==> src/rtl/rv_pkg.sv <==
// Shared RV32M multiply/divide definitions: funct3 encodings, FSM states and
// small decode helpers used by the iterative mul/div unit.
package rv_pkg;

    localparam int DEFAULT_WORD = 32;

    typedef enum logic [2:0] {
        OP_MUL    = 3'b000,
        OP_MULH   = 3'b001,
        OP_MULHSU = 3'b010,
        OP_MULHU  = 3'b011,
        OP_DIV    = 3'b100,
        OP_DIVU   = 3'b101,
        OP_REM    = 3'b110,
        OP_REMU   = 3'b111
    } md_op_e;

    typedef enum logic [1:0] {
        IDLE,
        CALC,
        FIX,
        DONE
    } md_state_e;

    function automatic logic op_is_div(input md_op_e op);
        return (op == OP_DIV) || (op == OP_DIVU) || (op == OP_REM) || (op == OP_REMU);
    endfunction

    function automatic logic op_a_signed(input md_op_e op);
        return (op == OP_MULH) || (op == OP_MULHSU) || (op == OP_DIV) || (op == OP_REM);
    endfunction

    function automatic logic op_b_signed(input md_op_e op);
        return (op == OP_MULH) || (op == OP_DIV) || (op == OP_REM);
    endfunction

endpackage

==> src/rtl/mul_div_unit.sv <==
// Iterative RV32M multiply/divide: radix-2 shift-add multiply and restoring
// divide on magnitudes, sharing one 2*WORD accumulator and one adder.
module mul_div_unit
    import rv_pkg::*;
#(
    parameter int WORD = DEFAULT_WORD
) (
    input  logic            clk,
    input  logic            reset,
    input  logic            start,
    input  logic            flush,
    input  logic [2:0]      op,
    input  logic [WORD-1:0] dataA_in,
    input  logic [WORD-1:0] dataB_in,
    output logic            busy,
    output logic            done,
    output logic [WORD-1:0] result
);

    localparam int CNT_W = $clog2(WORD);
    localparam logic [CNT_W-1:0] LAST = CNT_W'(WORD - 1);

    md_state_e         state_reg, state_next;
    logic [CNT_W-1:0]  counter_reg, counter_next;
    md_op_e            op_reg, op_next;
    logic [2*WORD-1:0] acc_reg, acc_next;
    logic [WORD-1:0]   opb_reg, opb_next;
    logic              neg_q_reg, neg_q_next;
    logic              neg_r_reg, neg_r_next;
    logic              b_zero_reg, b_zero_next;
    logic [WORD-1:0]   result_reg, result_next;

    logic [WORD-1:0]   hi, lo;
    logic [WORD+1:0]   add_a, add_b, sum;
    md_op_e            op_in;
    logic              a_neg, b_neg;
    logic [WORD-1:0]   a_mag, b_mag;
    logic [2*WORD-1:0] prod;
    logic [WORD-1:0]   quo, rem;

    assign hi    = acc_reg[2*WORD-1:WORD];
    assign lo    = acc_reg[WORD-1:0];
    assign op_in = md_op_e'(op);

    // Divide shifts the next dividend bit into the partial remainder before the
    // trial subtract; the extra top bit of the sum is the borrow.
    always_comb begin
        add_b = {2'b00, opb_reg};
        if (op_is_div(op_reg)) begin
            add_a = {1'b0, hi, lo[WORD-1]};
            sum   = add_a - add_b;
        end else begin
            add_a = {2'b00, hi};
            sum   = add_a + add_b;
        end
    end

    // Operand magnitudes; the most-negative value maps onto itself as an
    // unsigned WORD-bit magnitude, so nothing is lost.
    always_comb begin
        a_neg = op_a_signed(op_in) && dataA_in[WORD-1];
        b_neg = op_b_signed(op_in) && dataB_in[WORD-1];
        a_mag = a_neg ? -dataA_in : dataA_in;
        b_mag = b_neg ? -dataB_in : dataB_in;
    end

    always_comb begin
        prod = neg_q_reg ? -acc_reg : acc_reg;
        quo  = b_zero_reg ? '1 : (neg_q_reg ? -lo : lo);
        rem  = neg_r_reg ? -hi : hi;
    end

    always_comb begin
        state_next   = state_reg;
        counter_next = counter_reg;
        op_next      = op_reg;
        acc_next     = acc_reg;
        opb_next     = opb_reg;
        neg_q_next   = neg_q_reg;
        neg_r_next   = neg_r_reg;
        b_zero_next  = b_zero_reg;
        result_next  = result_reg;
        case (state_reg)
            IDLE: begin
                if (start && !flush) begin
                    op_next      = op_in;
                    acc_next     = {{WORD{1'b0}}, a_mag};
                    opb_next     = b_mag;
                    neg_q_next   = a_neg ^ b_neg;
                    neg_r_next   = a_neg;
                    b_zero_next  = (dataB_in == '0);
                    counter_next = '0;
                    state_next   = CALC;
                end
            end
            CALC: begin
                if (op_is_div(op_reg)) begin
                    if (!sum[WORD+1])
                        acc_next = {sum[WORD-1:0], lo[WORD-2:0], 1'b1};
                    else
                        acc_next = {hi[WORD-2:0], lo[WORD-1], lo[WORD-2:0], 1'b0};
                end else begin
                    acc_next = lo[0] ? {sum[WORD:0], lo[WORD-1:1]}
                                     : {1'b0, hi, lo[WORD-1:1]};
                end
                counter_next = counter_reg + CNT_W'(1);
                if (counter_reg == LAST)
                    state_next = FIX;
            end
            FIX: begin
                case (op_reg)
                    OP_MUL:                       result_next = prod[WORD-1:0];
                    OP_MULH, OP_MULHSU, OP_MULHU: result_next = prod[2*WORD-1:WORD];
                    OP_DIV, OP_DIVU:              result_next = quo;
                    default:                      result_next = rem;
                endcase
                state_next = DONE;
            end
            DONE: state_next = IDLE;
            default: state_next = IDLE;
        endcase
        // An abort wins over everything and never touches the visible result.
        if (flush) begin
            state_next  = IDLE;
            result_next = result_reg;
        end
    end

    always_ff @(posedge clk or posedge reset) begin
        if (reset) begin
            state_reg   <= IDLE;
            counter_reg <= '0;
            op_reg      <= OP_MUL;
            acc_reg     <= '0;
            opb_reg     <= '0;
            neg_q_reg   <= 1'b0;
            neg_r_reg   <= 1'b0;
            b_zero_reg  <= 1'b0;
            result_reg  <= '0;
        end else begin
            state_reg   <= state_next;
            counter_reg <= counter_next;
            op_reg      <= op_next;
            acc_reg     <= acc_next;
            opb_reg     <= opb_next;
            neg_q_reg   <= neg_q_next;
            neg_r_reg   <= neg_r_next;
            b_zero_reg  <= b_zero_next;
            result_reg  <= result_next;
        end
    end

    assign busy   = (state_reg == CALC) || (state_reg == FIX);
    assign done   = (state_reg == DONE);
    assign result = result_reg;

endmodule
==> config.mk <==
export PLATFORM = sky130hd
export DESIGN_NAME = mul_div_unit
export DESIGN_NICKNAME = d
export VERILOG_FILES = /design/src/rtl/rv_pkg.sv /design/src/rtl/mul_div_unit.sv
export SDC_FILE = /design/constraint.sdc
export NUM_CORES = 1
export LEC_CHECK = 0
export ABC_AREA = 1
export ABC_CLOCK_PERIOD_IN_PS = 14400
export BUFFER_PORTS_ARGS = -buffer_cell sky130_fd_sc_hd__buf_2
export CORE_MARGIN = 4
export CORE_UTILIZATION = 40
export DETAILED_ROUTE_END_ITERATION = 10
export GPL_ROUTABILITY_DRIVEN = 0
export PLACE_DENSITY_LB_ADDON = 0.12
export RECOVER_POWER = 25
export SYNTH_ARGS = -nofsm -noshare
export SYNTH_HDL_FRONTEND = slang
export SYNTH_SLANG_ARGS = --single-unit
==> constraint.sdc <==
create_clock -name clk -period 14.4 [get_ports clk]
set_input_delay 2.88 -clock clk [delete_from_list [all_inputs] [get_ports clk]]
set_output_delay 2.88 -clock clk [all_outputs]
set_load 0.05 [all_outputs]
# Yosys cells after proc, flatten, opt, wreduce, memory -nomap -nowiden
# Index checks and enable logic that the tools add are counted.
[totals] reg_bits=141 out_inout_bits=34
[op_classes] add_sub_neg=8 eq_ne=18 bitwise_logic=2 reduce_logical=23 mux=19
[ops] cell="two-way mux 64 bit" count=5
[ops] cell="two-way mux 32 bit" count=5
[ops] cell="negator 32 bit" count=4
[ops] cell="one-hot mux 64 bit (2 select lines)" count=1
[ops] cell="one-hot mux 32 bit (3 select lines)" count=1
[ops] cell="negator 64 bit" count=1
[ops] cell="two-way mux 34 bit" count=1
[ops] cell="subtractor 33 x 32 -> 34 bit" count=1
[ops] cell="adder 32 x 32 -> 33 bit" count=1
[ops] cell="logical NOT 32 bit" count=1
[ops] cell="equality test 3 bit (second input constant)" count=6
[ops] cell="one-hot mux 5 bit (2 select lines)" count=1
[ops] cell="equality test 3 x 2 -> 1 bit (second input constant)" count=3
[ops] cell="logical OR 1 bit" count=9
[ops] cell="one-hot mux 2 bit (4 select lines)" count=1
[ops] cell="AND reduction 2 bit" count=4
[ops] cell="equality test 3 x 1 -> 1 bit (second input constant)" count=2
[ops] cell="two-way mux 2 bit" count=3
[ops] cell="!= test 3 bit (second input constant)" count=2
[ops] cell="adder 5 x 1 -> 5 bit (second input constant)" count=1
[ops] cell="equality test 5 bit (second input constant)" count=1
[ops] cell="two-way mux 5 bit" count=1
[ops] cell="equality test 2 bit (second input constant)" count=2
[ops] cell="logical AND 1 bit" count=3
[ops] cell="10 further kinds" count=10

# Depth between registers and ports, before layout
[depth] depth_word=8 depth_mapped=19 mapped_depth_nobuf=18

# Worst setup path after synthesis
# OpenSTA, ideal clock, no wires.
[synth_path] kind="input-to-reg" from="input port dataB_in[0]" to="register opb_reg[30]" setup_time_ns=0.118 required_time_ns=14.282 arrival_time_ns=4.240 slack_ns=10.043 stages=13 cell_sequence="inv_1 ha_1 inv_1 nor3_2 nand3_1 nor3_4 nand4_2 nor2_1 nand3_1 nand2_1 nand2_1 nand3_1 nand2_1"
[synth_between] elab_chain_cells=2
[synth_lines] item="start: declaration" line="mul_div_unit.sv:14" source="input logic [WORD-1:0] dataB_in,"
[synth_lines] item="negator 32 bit" line="mul_div_unit.sv:64" source="b_mag = b_neg ? -dataB_in : dataB_in;"
[synth_lines] item="two-way mux 32 bit" line="mul_div_unit.sv:64"
[synth_lines] item="end signal: assignment" line="mul_div_unit.sv:145" source="opb_reg <= opb_next;"
[synth_lines] item="end: declaration" line="mul_div_unit.sv:27" source="logic [WORD-1:0] opb_reg, opb_next;"
# Every way passes these cells.
# A chain may end at the register's enable or synchronous reset.

# Worst setup path after layout
[layout_path] from="register op_reg[2]" to="register result_reg[5] (netlist: result[5])"
[layout_between] elab_chain_cells=3 elab_cells_between_ends=9 classes_between="eq/ne: 5; mux: 1; reduce/logical: 3"
[layout_lines] item="start: declaration" line="mul_div_unit.sv:25" source="md_op_e op_reg, op_next;"
[layout_lines] item="start signal: assignment" line="mul_div_unit.sv:143" source="op_reg <= op_next;"
[layout_lines] item="equality test 3 x 1 -> 1 bit, or another cell as far along" line="mul_div_unit.sv:111" source="case (op_reg)"
[layout_lines] item="OR reduction 3 bit / OR reduction 2 bit (equally long branches)" line="mul_div_unit.sv:111"
[layout_lines] item="one-hot mux 32 bit (3 select lines) *" line="mul_div_unit.sv:111"
[layout_lines] item="end signal: assignment" line="mul_div_unit.sv:149" source="result_reg <= result_next;"
[layout_lines] item="end: declaration" line="mul_div_unit.sv:31" source="logic [WORD-1:0] result_reg, result_next;"
# Mark *: on every way between the ends. The rest lies on a longest branch, timed or not.

==> implementation parameters <==
Parameter                              Value

Critical path
  WS Path Type ... reg2reg
  Arrival time at the worst endpoint ... about 7.6 ns
  Type of element launching the critical path ... flip-flop
  Kind of end point of the critical path ... flip-flop
  Required time at the worst-slack endpoint ... around 15 ns
  Maximum net fanout on the critical path ... 76

Layout
  Area of all sequential standard cells ... 3530 um2
  Most common cell after layout, fill and taps aside ... sky130_fd_sc_hd__nand2_1
  Area added between synthesis and finish ... 8.57%
  Max FFs per register ... 64
  Area of combinational cells with multiple inputs ... ~12,000 um2
  Non-filler instance count after layout ... 3,870
  Most used cells in the layout excluding fill and tap cells ... 1,109 x sky130_fd_sc_hd__nand2_1, 500 x sky130_fd_sc_hd__inv_1, 322 x sky130_fd_sc_hd__nor2_1, 312 x sky130_fd_sc_hd__nand3_1, 174 x sky130_fd_sc_hd__a21oi_1
  Number of fill cells in the layout ... 4,747
  Util after Layout ... 44.4%
  Share of post-route cells with drive strength above 1 ... under 10%
  Design Area, Final ... a little under 20,000 um2
  Number of diodes added for antenna fixing ... 0
  Final layout net count ... 3,420

Timing
  Slew @ Worst Pin ... 3.44 ns
  Time the final worst path needs with I/O delays and setup ... just over 7 ns
  Final worst hold slack ... roughly 0.47 ns
  Number of hold violations in the final report ... 0
  Unrepaired setup endpoints after global routing ... false
  Highest attainable clock frequency ... ~140 MHz
  Worst Skew ... about 0.017 ns
  Headroom to the max-slew limit ... -129%
  Count of final setup violators ... 0
  Final period utilization ... 50.3%
  Max-slew violation total from the final report ... 217
  Sum Neg Setup Slack ... 0 ns

Clocking
  Clock slew seen by the registers of the worst setup and hold paths ... 0.07 ns
  Number of levels in the clock H-tree ... 4
  Clk Latency, worst-skew pair ... approximately 0.47 ns
  Clock buffer count from CTS ... 17
  Root buffer cell ... sky130_fd_sc_hd__clkbuf_16
  Post-CTS repair timing setup buffer count ... 0
  Hold buffers post-CTS ... 0
  Number of instances resized during post-cts repair ... 0
  TritonCTS clock tree ... yes
  Clk sink count ... 141
  Max Root-Sink Buffers ... 2

Pwr
  Net switching fraction of the power ... between 60% and 70%
  Int Pwr ... roughly 0.0019 W
  Part of the power in the clock network ... 9.2%
  Switching power ... 0.00322 W
  Peak VDD IR ... about 0.12 mV
  Seq pwr share ... ~18%
  Power share of the combinational group ... between 70 and 80%
  Power Density ... about 270 nW/um2
  Reported leakage power ... about 11 nW

Detailed routing
  Top sig layer ... met4
  Routed WL ... between 70,000 and 80,000 um
  Drt first-iter violations ... roughly 2,400
  Number of optimization iterations in the first detailed-route pass ... 6
  Via total after detailed routing ... between 20,000 and 25,000
  Via density per instance ... ~5.4
  Detail Route Antenna Nets ... 0
  Number of remaining DRC errors ... 0
  Detail Route met3 WL ... ~7000 um
  Routed wire length on met2 ... slightly below 30,000 um
  Routed WL per cell ... 18.2 um
  Metal1 wirelength ... between 30,000 and 40,000 um

Synthesis
  Cells taking the most area after synthesis ... sky130_fd_sc_hd__nand2_1 23%, sky130_fd_sc_hd__dfrtp_1 20%, sky130_fd_sc_hd__inv_1 11%
  Post-Synthesis Cells ... 3,237
  Area of the mapped netlist ... 17,800 um2
  Yosys warning total ... 0
  Top cell type's share of synthesized area ... a little under a quarter
  Synth async-reset ratio ... between 90% and 100%
  Distinct cells, synth ... 54
  Part of the Yosys area used for sequential elements ... 19.9%
  Number of nets produced by synthesis ... around 3,400
  Ys flop type ... sky130_fd_sc_hd__dfrtp_1
  EDFF count, synth ... 0
  Average size of a mapped cell ... 5.49 um2
  Cell taking the most area after synthesis ... sky130_fd_sc_hd__nand2_1
  Number of register bits inferred by synthesis ... 141

Global routing
  Global-route wire length before repair ... between 100,000 and 150,000 um
  Initial antenna violation count ... 0
  Number of global-route vias before repair ... approximately 19,000
  Final global-route overflow total ... 0
  Maximum number of pins on one net before global-route repair ... 77
  Overall Global Routing Usage ... 28.8%

Place
  Total of buffers placed on input and output ports ... approximately 100
  Post-placement cell area ... between 15,000 and 20,000 um2
  # placed instances ... between 3,000 and 4,000
  DPL Wire Length ... 56,100 um

Run
  Number of max-cap violations ... 3

Min path
  Worst min-delay path category ... reg2reg

Outcome
  Violations in the final reports ... capacitance limit, slew limit
  Result of the run ... finished with violations

Die
  Floorplan die area ... between 40,000 and 50,000 um2
  Core Region ... ~43,000 um2
  Effective utilization at floorplan ... about two fifths
  Height of the die ... roughly 220 um
  Number of placed I/O pins ... between 100 and 150
  Die width ... 219 um
  Std cell rows ... 76
-- synthesized netlist by cell type (all sizes together), types with 10 or more instances --
cell    count
a21oi     177
a31oi      36
and2       10
buf        37
clkbuf     66
dfrtp     141
ha         75
inv       513
nand2    1126
nand3     319
nand3b     10
nand4      53
nor2      337
nor3       48
o211ai     12
o21ai     186
o22ai      13
xor2       40
-- power groups by stage --
stage / clock network, W / registers (W) / logic [W]
after floorplan: 0 / 0.000847 / 0.00259
after global routing: 0.000494 / 0.000933 / 0.00415
after global placement: 0 / 0.000908 / 0.00360
final: 0.000471 / 0.000917 / 0.00375
after detailed placement: 0 / 0.000912 / 0.00363
after CTS: 0.000476 / 0.000905 / 0.00365
-- metrics by stage --
step                      worst slack, ns  total power, W
final                                7.16         0.00514
after global routing                 6.66         0.00558
after CTS                            8.79         0.00503
after detailed placement             8.31         0.00454
after global placement               8.40         0.00451
after floorplan                      7.74         0.00344
-- worst paths after layout --
kind / startpoint / endpoint / slack, ns / cells after the start
setup reg to reg: op_reg[2] / result[5] / 7.16 / 8
hold / removal: result[5] / result[5] / 0.47 / 2
max in group asynchronous: reset / neg_q_reg / 8.92 / 3
setup / recovery: op_reg[2] / result[5] / 7.16 / 8
hold reg to reg: result[5] / result[5] / 0.47 / 2
min in group asynchronous: reset / acc_reg[40] / 3.39 / 2
-- critical path, cell delays in order (launching register included) --
cell	delay, ns
sky130_fd_sc_hd__dfrtp_1	1.57
sky130_fd_sc_hd__clkbuf_1	2.51
sky130_fd_sc_hd__nand2_1	1.31
sky130_fd_sc_hd__inv_1	1.03
sky130_fd_sc_hd__nand2_1	0.11
sky130_fd_sc_hd__o21ai_0	0.28
sky130_fd_sc_hd__a31oi_1	0.09
sky130_fd_sc_hd__nand2_1	0.14
sky130_fd_sc_hd__nand2_1	0.05
-- cells by family after synthesis --
kind of cell             after synthesis  synth area share [%]
AO/OA/AOI/OAI                        442                  13.4
buffers and inverters                623                  13.5
AND/OR/NAND/NOR                     1911                  45.6
adder cells (fa/ha/maj)               77                  5.51
flip-flops                           141                  19.9
XOR/XNOR                              43                  2.12
-- final cells by class --
| cell class | instances | share of cell area, % |
|---|---|---|
| Clock inverter | 13 | 0.817 |
| Sequential cell | 141 | 18.3 |
| Timing Repair Buffer | 119 | 3.25 |
| Inverter | 520 | 10.1 |
| Multi-Input combinational cell | 2473 | 61.4 |
| Clock buffer | 19 | 2.30 |
| Tap cell | 585 | 3.79 |
-- layer usage --
metal,track usage (%),vias up
met5,0,-
met4,9.29,0
met3,6.09,110
met2,42.4,968
met1,41.9,9594
li1,-,10400
Note: power is estimated with default switching activity, not from simulation.
